==> config.mk <==
export PLATFORM = sky130hd
export DESIGN_NAME = alu_check_mon
export DESIGN_NICKNAME = d
export VERILOG_FILES = /design/src/rtl/alu_pkg.sv /design/src/rtl/alu_ref_model.sv /design/src/rtl/alu_check_mon.sv
export SDC_FILE = /design/constraint.sdc
export NUM_CORES = 1
export LEC_CHECK = 0
export CAP_MARGIN = 30
export CORE_UTILIZATION = 45
export CTS_BUF_LIST = sky130_fd_sc_hd__clkbuf_4
export DETAILED_ROUTE_END_ITERATION = 7
export PLACE_DENSITY = 0.78
export SYNTH_ARGS = -nofsm -noshare
export SYNTH_HDL_FRONTEND = slang
export SYNTH_HIERARCHICAL = 1
export SYNTH_SLANG_ARGS = --single-unit
==> constraint.sdc <==
create_clock -name clk -period 1.9 [get_ports clk]
set_input_delay 0.38 -clock clk [delete_from_list [all_inputs] [get_ports clk]]
set_output_delay 0.38 -clock clk [all_outputs]
set_load 0.05 [all_outputs]
==> src/rtl/alu_pkg.sv <==
// Shared definitions for the ALU and its checkers: opcodes, compare codes and
// the result-monitor FSM encoding.
package alu_pkg;

  localparam logic [1:0] OP_ADD = 2'b00;
  localparam logic [1:0] OP_SUB = 2'b01;
  localparam logic [1:0] OP_CMP = 2'b10;
  localparam logic [1:0] OP_RSV = 2'b11;

  localparam int CMP_EQ = 0;
  localparam int CMP_GT = 1;
  localparam int CMP_LT = 2;

  typedef enum logic [1:0] {
    StIdle = 2'd0,
    StRun  = 2'd1,
    StFail = 2'd2
  } chk_state_e;

endpackage

==> src/rtl/alu_ref_model.sv <==
// Combinational expected-result function for the alu; checked is low for the
// reserved opcode.
module alu_ref_model
  import alu_pkg::*;
#(
  parameter int unsigned N = 8
) (
  input  logic [1:0]          opcode,
  input  logic signed [N-1:0] data1,
  input  logic signed [N-1:0] data2,
  output logic signed [N:0]   expected,
  output logic                checked
);

  logic signed [N:0] a_ext;
  logic signed [N:0] b_ext;

  assign a_ext = {data1[N-1], data1};
  assign b_ext = {data2[N-1], data2};

  always_comb begin
    expected = '0;
    checked  = 1'b1;
    unique case (opcode)
      OP_ADD: expected = a_ext + b_ext;
      OP_SUB: expected = a_ext - b_ext;
      OP_CMP: begin
        if (data1 > data2)      expected = (N+1)'(CMP_GT);
        else if (data1 < data2) expected = (N+1)'(CMP_LT);
        else                    expected = (N+1)'(CMP_EQ);
      end
      OP_RSV: checked = 1'b0;
    endcase
  end

endmodule

==> src/rtl/alu_check_mon.sv <==
// ALU result monitor: latency-aligned expected results, registered compare,
// saturating pass/fail counters and a sticky first-mismatch record.
module alu_check_mon
  import alu_pkg::*;
#(
  parameter int unsigned N   = 8,
  parameter int unsigned LAT = 1,
  parameter int unsigned CW  = 16
) (
  input  logic                clk,
  input  logic                rst,
  input  logic                ena,
  input  logic [1:0]          opcode,
  input  logic signed [N-1:0] data1,
  input  logic signed [N-1:0] data2,
  input  logic signed [N:0]   y,
  input  logic                clr_stats,
  output logic [CW-1:0]       pass_cnt,
  output logic [CW-1:0]       fail_cnt,
  output logic                err,
  output logic [1:0]          err_opcode,
  output logic signed [N:0]   err_expected,
  output logic signed [N:0]   err_actual,
  output logic [1:0]          state
);

  logic signed [N:0] exp_now;
  logic              chk_now;

  alu_ref_model #(.N(N)) u_ref (
    .opcode   (opcode),
    .data1    (data1),
    .data2    (data2),
    .expected (exp_now),
    .checked  (chk_now)
  );

  logic              vld_q [LAT];
  logic [1:0]        op_q  [LAT];
  logic signed [N:0] exp_q [LAT];

  always_ff @(posedge clk) begin
    if (rst) begin
      for (int i = 0; i < int'(LAT); i++) begin
        vld_q[i] <= 1'b0;
        op_q[i]  <= '0;
        exp_q[i] <= '0;
      end
    end else begin
      vld_q[0] <= ena & chk_now;
      op_q[0]  <= opcode;
      exp_q[0] <= exp_now;
      for (int i = 1; i < int'(LAT); i++) begin
        vld_q[i] <= vld_q[i-1];
        op_q[i]  <= op_q[i-1];
        exp_q[i] <= exp_q[i-1];
      end
    end
  end

  // Compare stage; a clear drops the result registered on the same edge.
  logic              cmp_vld_q;
  logic              cmp_pass_q;
  logic [1:0]        cmp_op_q;
  logic signed [N:0] cmp_exp_q;
  logic signed [N:0] cmp_act_q;

  always_ff @(posedge clk) begin
    if (rst) begin
      cmp_vld_q  <= 1'b0;
      cmp_pass_q <= 1'b0;
      cmp_op_q   <= '0;
      cmp_exp_q  <= '0;
      cmp_act_q  <= '0;
    end else begin
      cmp_vld_q  <= vld_q[LAT-1] & ~clr_stats;
      cmp_pass_q <= (y == exp_q[LAT-1]);
      cmp_op_q   <= op_q[LAT-1];
      cmp_exp_q  <= exp_q[LAT-1];
      cmp_act_q  <= y;
    end
  end

  chk_state_e        state_q, state_d;
  logic [CW-1:0]     pass_q, pass_d, fail_q, fail_d;
  logic [1:0]        eop_q, eop_d;
  logic signed [N:0] eexp_q, eexp_d, eact_q, eact_d;

  always_comb begin
    state_d = state_q;
    pass_d  = pass_q;
    fail_d  = fail_q;
    eop_d   = eop_q;
    eexp_d  = eexp_q;
    eact_d  = eact_q;
    if (clr_stats) begin
      state_d = StIdle;
      pass_d  = '0;
      fail_d  = '0;
      eop_d   = '0;
      eexp_d  = '0;
      eact_d  = '0;
    end else if (cmp_vld_q) begin
      if (cmp_pass_q) begin
        if (pass_q != '1) pass_d = pass_q + 1'b1;
        if (state_q == StIdle) state_d = StRun;
      end else begin
        if (fail_q != '1) fail_d = fail_q + 1'b1;
        if (state_q != StFail) begin
          state_d = StFail;
          eop_d   = cmp_op_q;
          eexp_d  = cmp_exp_q;
          eact_d  = cmp_act_q;
        end
      end
    end
  end

  always_ff @(posedge clk) begin
    if (rst) begin
      state_q <= StIdle;
      pass_q  <= '0;
      fail_q  <= '0;
      eop_q   <= '0;
      eexp_q  <= '0;
      eact_q  <= '0;
    end else begin
      state_q <= state_d;
      pass_q  <= pass_d;
      fail_q  <= fail_d;
      eop_q   <= eop_d;
      eexp_q  <= eexp_d;
      eact_q  <= eact_d;
    end
  end

  assign pass_cnt     = pass_q;
  assign fail_cnt     = fail_q;
  assign err          = (state_q == StFail);
  assign err_opcode   = eop_q;
  assign err_expected = eexp_q;
  assign err_actual   = eact_q;
  assign state        = state_q;

endmodule
==> results.tsv <==
metric	value	unit
outcome	completed	
placed_cell_area	5522	µm²
initial_core_util	0.4719	
worst_slack	0.05076	ns
port_buffers	85	
slew_viol_final	0	
rr_worst_depth	4	
antenna_found_initial	1	
clk_path_buf_depth	2	
rr_endpoint	pass_cnt[15]	
synthXorXnorAreaFrac	0.02505	
synth-edff-count	0	
nNetsFinal	659	
cellPowerDensity	607.4	nW/µm²
worst_ep_arrival_time	2.19	ns
wl	9.880	mm
cts_tree	done	
crit_path_end_kind	flop	
rsz0062_at_grt	yes	
synth_top_cell_by_area	dfxtp_1	
synth_top_area_frac	0.4199	
leakage	2.366	nW
die_h	98.56	µm
min_to	err_opcode[1]	
die-area	9713	µm²
drv_cap	0	
post-route-period-util	0.9733	
pre_cts_ws	-0.7365	ns
final_cell_count_no_fill	722	
dominantRegCellSynth	dfxtp_1	
synth_adder_area_share	0.06323	
ys_types	59	
drtIter0Drc	169	
r2r_setup_slack	0.05	ns
seq_area_frac_synth	0.4199	
synth_area_per_cell	8.686	µm²
insertion_delay	0.44	ns
synth_nets	534	
io_pins	86	
irDropWorstVdd	331.5	µV
rows	34	
placed_cells	701	
syn_area	4195	µm²
h-tree-depth	3	
synth_top_family_by_area	simple AND/OR/NAND/NOR gates	
final_area	5703	µm²
hold_path.class	reg2reg	
synthMuxAreaShare	0.02237	
gp_congestion	0.8946	
post_drt_wl_per_cell	13.68	µm
criticalPathCategory	reg2reg	
overflow	0	
core_area	8891	µm²
dieWidth	98.56	µm
worstPathRequired	2.24	ns
ys_seq_elements	88	
synth_area_leaders	dfxtp_1 (42%), nand2_1 (6.4%), nor2b_1 (5.8%)	
holdPathStages	2	
yosys.area_share.simple	0.2705	
via_count	3892	
worst_clock_skew	0.03533	ns
timing.rr.start	pass_cnt[0]	
async_flop_share	0	
yosysMostFrequentCell	dfxtp_1	
ys_top_cells_by_count	dfxtp_1 (88), nand2_1 (71), a21oi_1 (44)	
cts-root-buf	clkbuf_4	
post_route_cells_drive_above_1_share	0.2610	
dp_hpwl	7.456	mm
grt_usage	0.2102	
viasPerCell	5.391	
dr.pass1.iters	4	
fin_crit	1.849	ns
cts_hold_buf	0	
holdCritStartpoint	cmp_op_q[1]	
tightest_slew	0.5045	ns
synth_compound_area_frac	0.1622	
yosysWarningCount	6	
max_freq	540.8	MHz
area_delta_synth_final	35.94	%
grt_start_max_net_pins	34	
cp_max_fo	6	
final-setup-viol-count	0	
cts_buffers	9	
route.detailed.drc	0	
slew_headroom	0.6650	
drtAntennaViolNets	0	
grt_pass1_vias	3639	
startpoint_type	flop	
clkTransAtPathRegs	0.15	ns
hold_violations	0	
grt_pass1_wl	16.65	mm
syn_inst	483	
cts_sinks	88	
## cell usage in the layout, fill, tap and decap left out, drive strengths merged, types with 3 or more instances in the layout
cell | Yosys | final
a211oi | 4 | 4
a21oi | 44 | 44
and2 | 3 | 3
and3 | 7 | 7
and4 | 6 | 6
buf | 3 | 74
clkbuf | 20 | 15
clkdlybuf4s50 | 0 | 17
clkinv | 0 | 3
clkinvlp | 0 | 3
dfxtp | 88 | 88
dlygate4sd2 | 0 | 39
ha | 18 | 18
inv | 17 | 18
mux2 | 3 | 3
mux2i | 6 | 6
nand2 | 71 | 71
nand2b | 3 | 3
nand3 | 11 | 11
nand4 | 14 | 14
nor2 | 16 | 16
nor2b | 39 | 39
nor3 | 3 | 3
nor4 | 3 | 3
o211ai | 7 | 7
o21ai | 17 | 17
o21bai | 3 | 3
o311ai | 3 | 3
o31ai | 7 | 7
o41ai | 3 | 3
or3 | 17 | 17
or4 | 9 | 9
xnor2 | 10 | 10
## per-layer routing
layer | vias to the layer above | wire length [µm] | part of all wire | track usage
li1 | 1972 | - | - | -
met1 | 1795 | 4597 | 0.47 | 0.2782
met2 | 110 | 4638 | 0.47 | 0.3456
met3 | 15 | 443 | 0.045 | 0.02553
met4 | 0 | 200 | 0.020 | 0.09414
met5 | - | 0 | 0 | 0
## through the flow
stage | setup TNS [ns] | hold slack, ns | power (W) | utilization
floorplan | -0.2026 | 0.4057 | 0.002246 | -
global placement | -4.924 | 0.4097 | 0.002454 | 0.6210
detailed placement | -5.289 | 0.4161 | 0.002464 | 0.6210
CTS | 0 | 0.4173 | 0.003475 | 0.6352
global route | -0.06177 | 0.4346 | 0.003636 | 0.6414
finish | 0 | 0.4081 | 0.003464 | 0.6414
## area by class of cell
| cell class | instances | area, µm² |
|---|---|---|
| multi-input cells | 355 | 2439 |
| fillers | 747 | 3188 |
| flip-flops and latches | 88 | 1799 |
| clock inverters | 7 | 75.07 |
| repair buffers | 137 | 1114 |
| inverters | 17 | 71.32 |
| diodes | 1 | 2.502 |
| well taps | 108 | 135.1 |
| clock buffers | 9 | 67.56 |
## flip-flops by register name, summed over array words and instances, names as in the netlist
signal	cells
err_opcode	2
cmp_pass_q	1
cmp_act_q	9
vld_q	1
state	2
cmp_vld_q	1
err_actual	9
op_q	2
exp_q	9
err_expected	9
cmp_op_q	2
fail_cnt	16
cmp_exp_q	9
pass_cnt	16
## power breakdown
part / leakage, nW / total [W] / switching (W) / internal [W]
registers: 0.728 / 0.00190 / 0.0000185 / 0.00188
logic: 1.56 / 0.000552 / 0.000258 / 0.000293
clock network: 0.0748 / 0.00101 / 0.000698 / 0.000311
## timing repair
item,in CTS,in global routing
hold endpoints to repair,0,0
setup buffers,0,4
resized for setup,58,25
endpoints found under the setup margin,40,13
pin swaps,12,9
## cell families after synthesis
family | count (synthesis)
and+or+nand+nor | 208
AOI/OAI and AO/OA | 106
DFF | 88
buffers and inverters | 40
adders and majority gates | 20
xor gates and xnor gates | 12
muxes | 9
## worst max-delay path: stages, from the launching register on
cell and delay, ns:
dfxtp_2 0.41, nand4_1 0.15, or4_4 0.53, or4b_1 0.47, and3_1 0.20
## worst max path at each step
stage / start / endpoint / slack, ns / cells past startpoint
after CTS: data2[6] / exp_q[0][0] / 0.006 / 9
final: pass_cnt[0] / pass_cnt[15] / 0.05 / 4
after global routing: fail_cnt[0] / fail_cnt[8] / -0.05 / 6
after detailed placement: data2[1] / exp_q[0][7] / -0.74 / 9
after floorplan: pass_cnt[9] / pass_cnt[15] / -0.13 / 4
after global placement: data2[1] / exp_q[0][7] / -0.71 / 9
(Power assumes the default switching activity.)
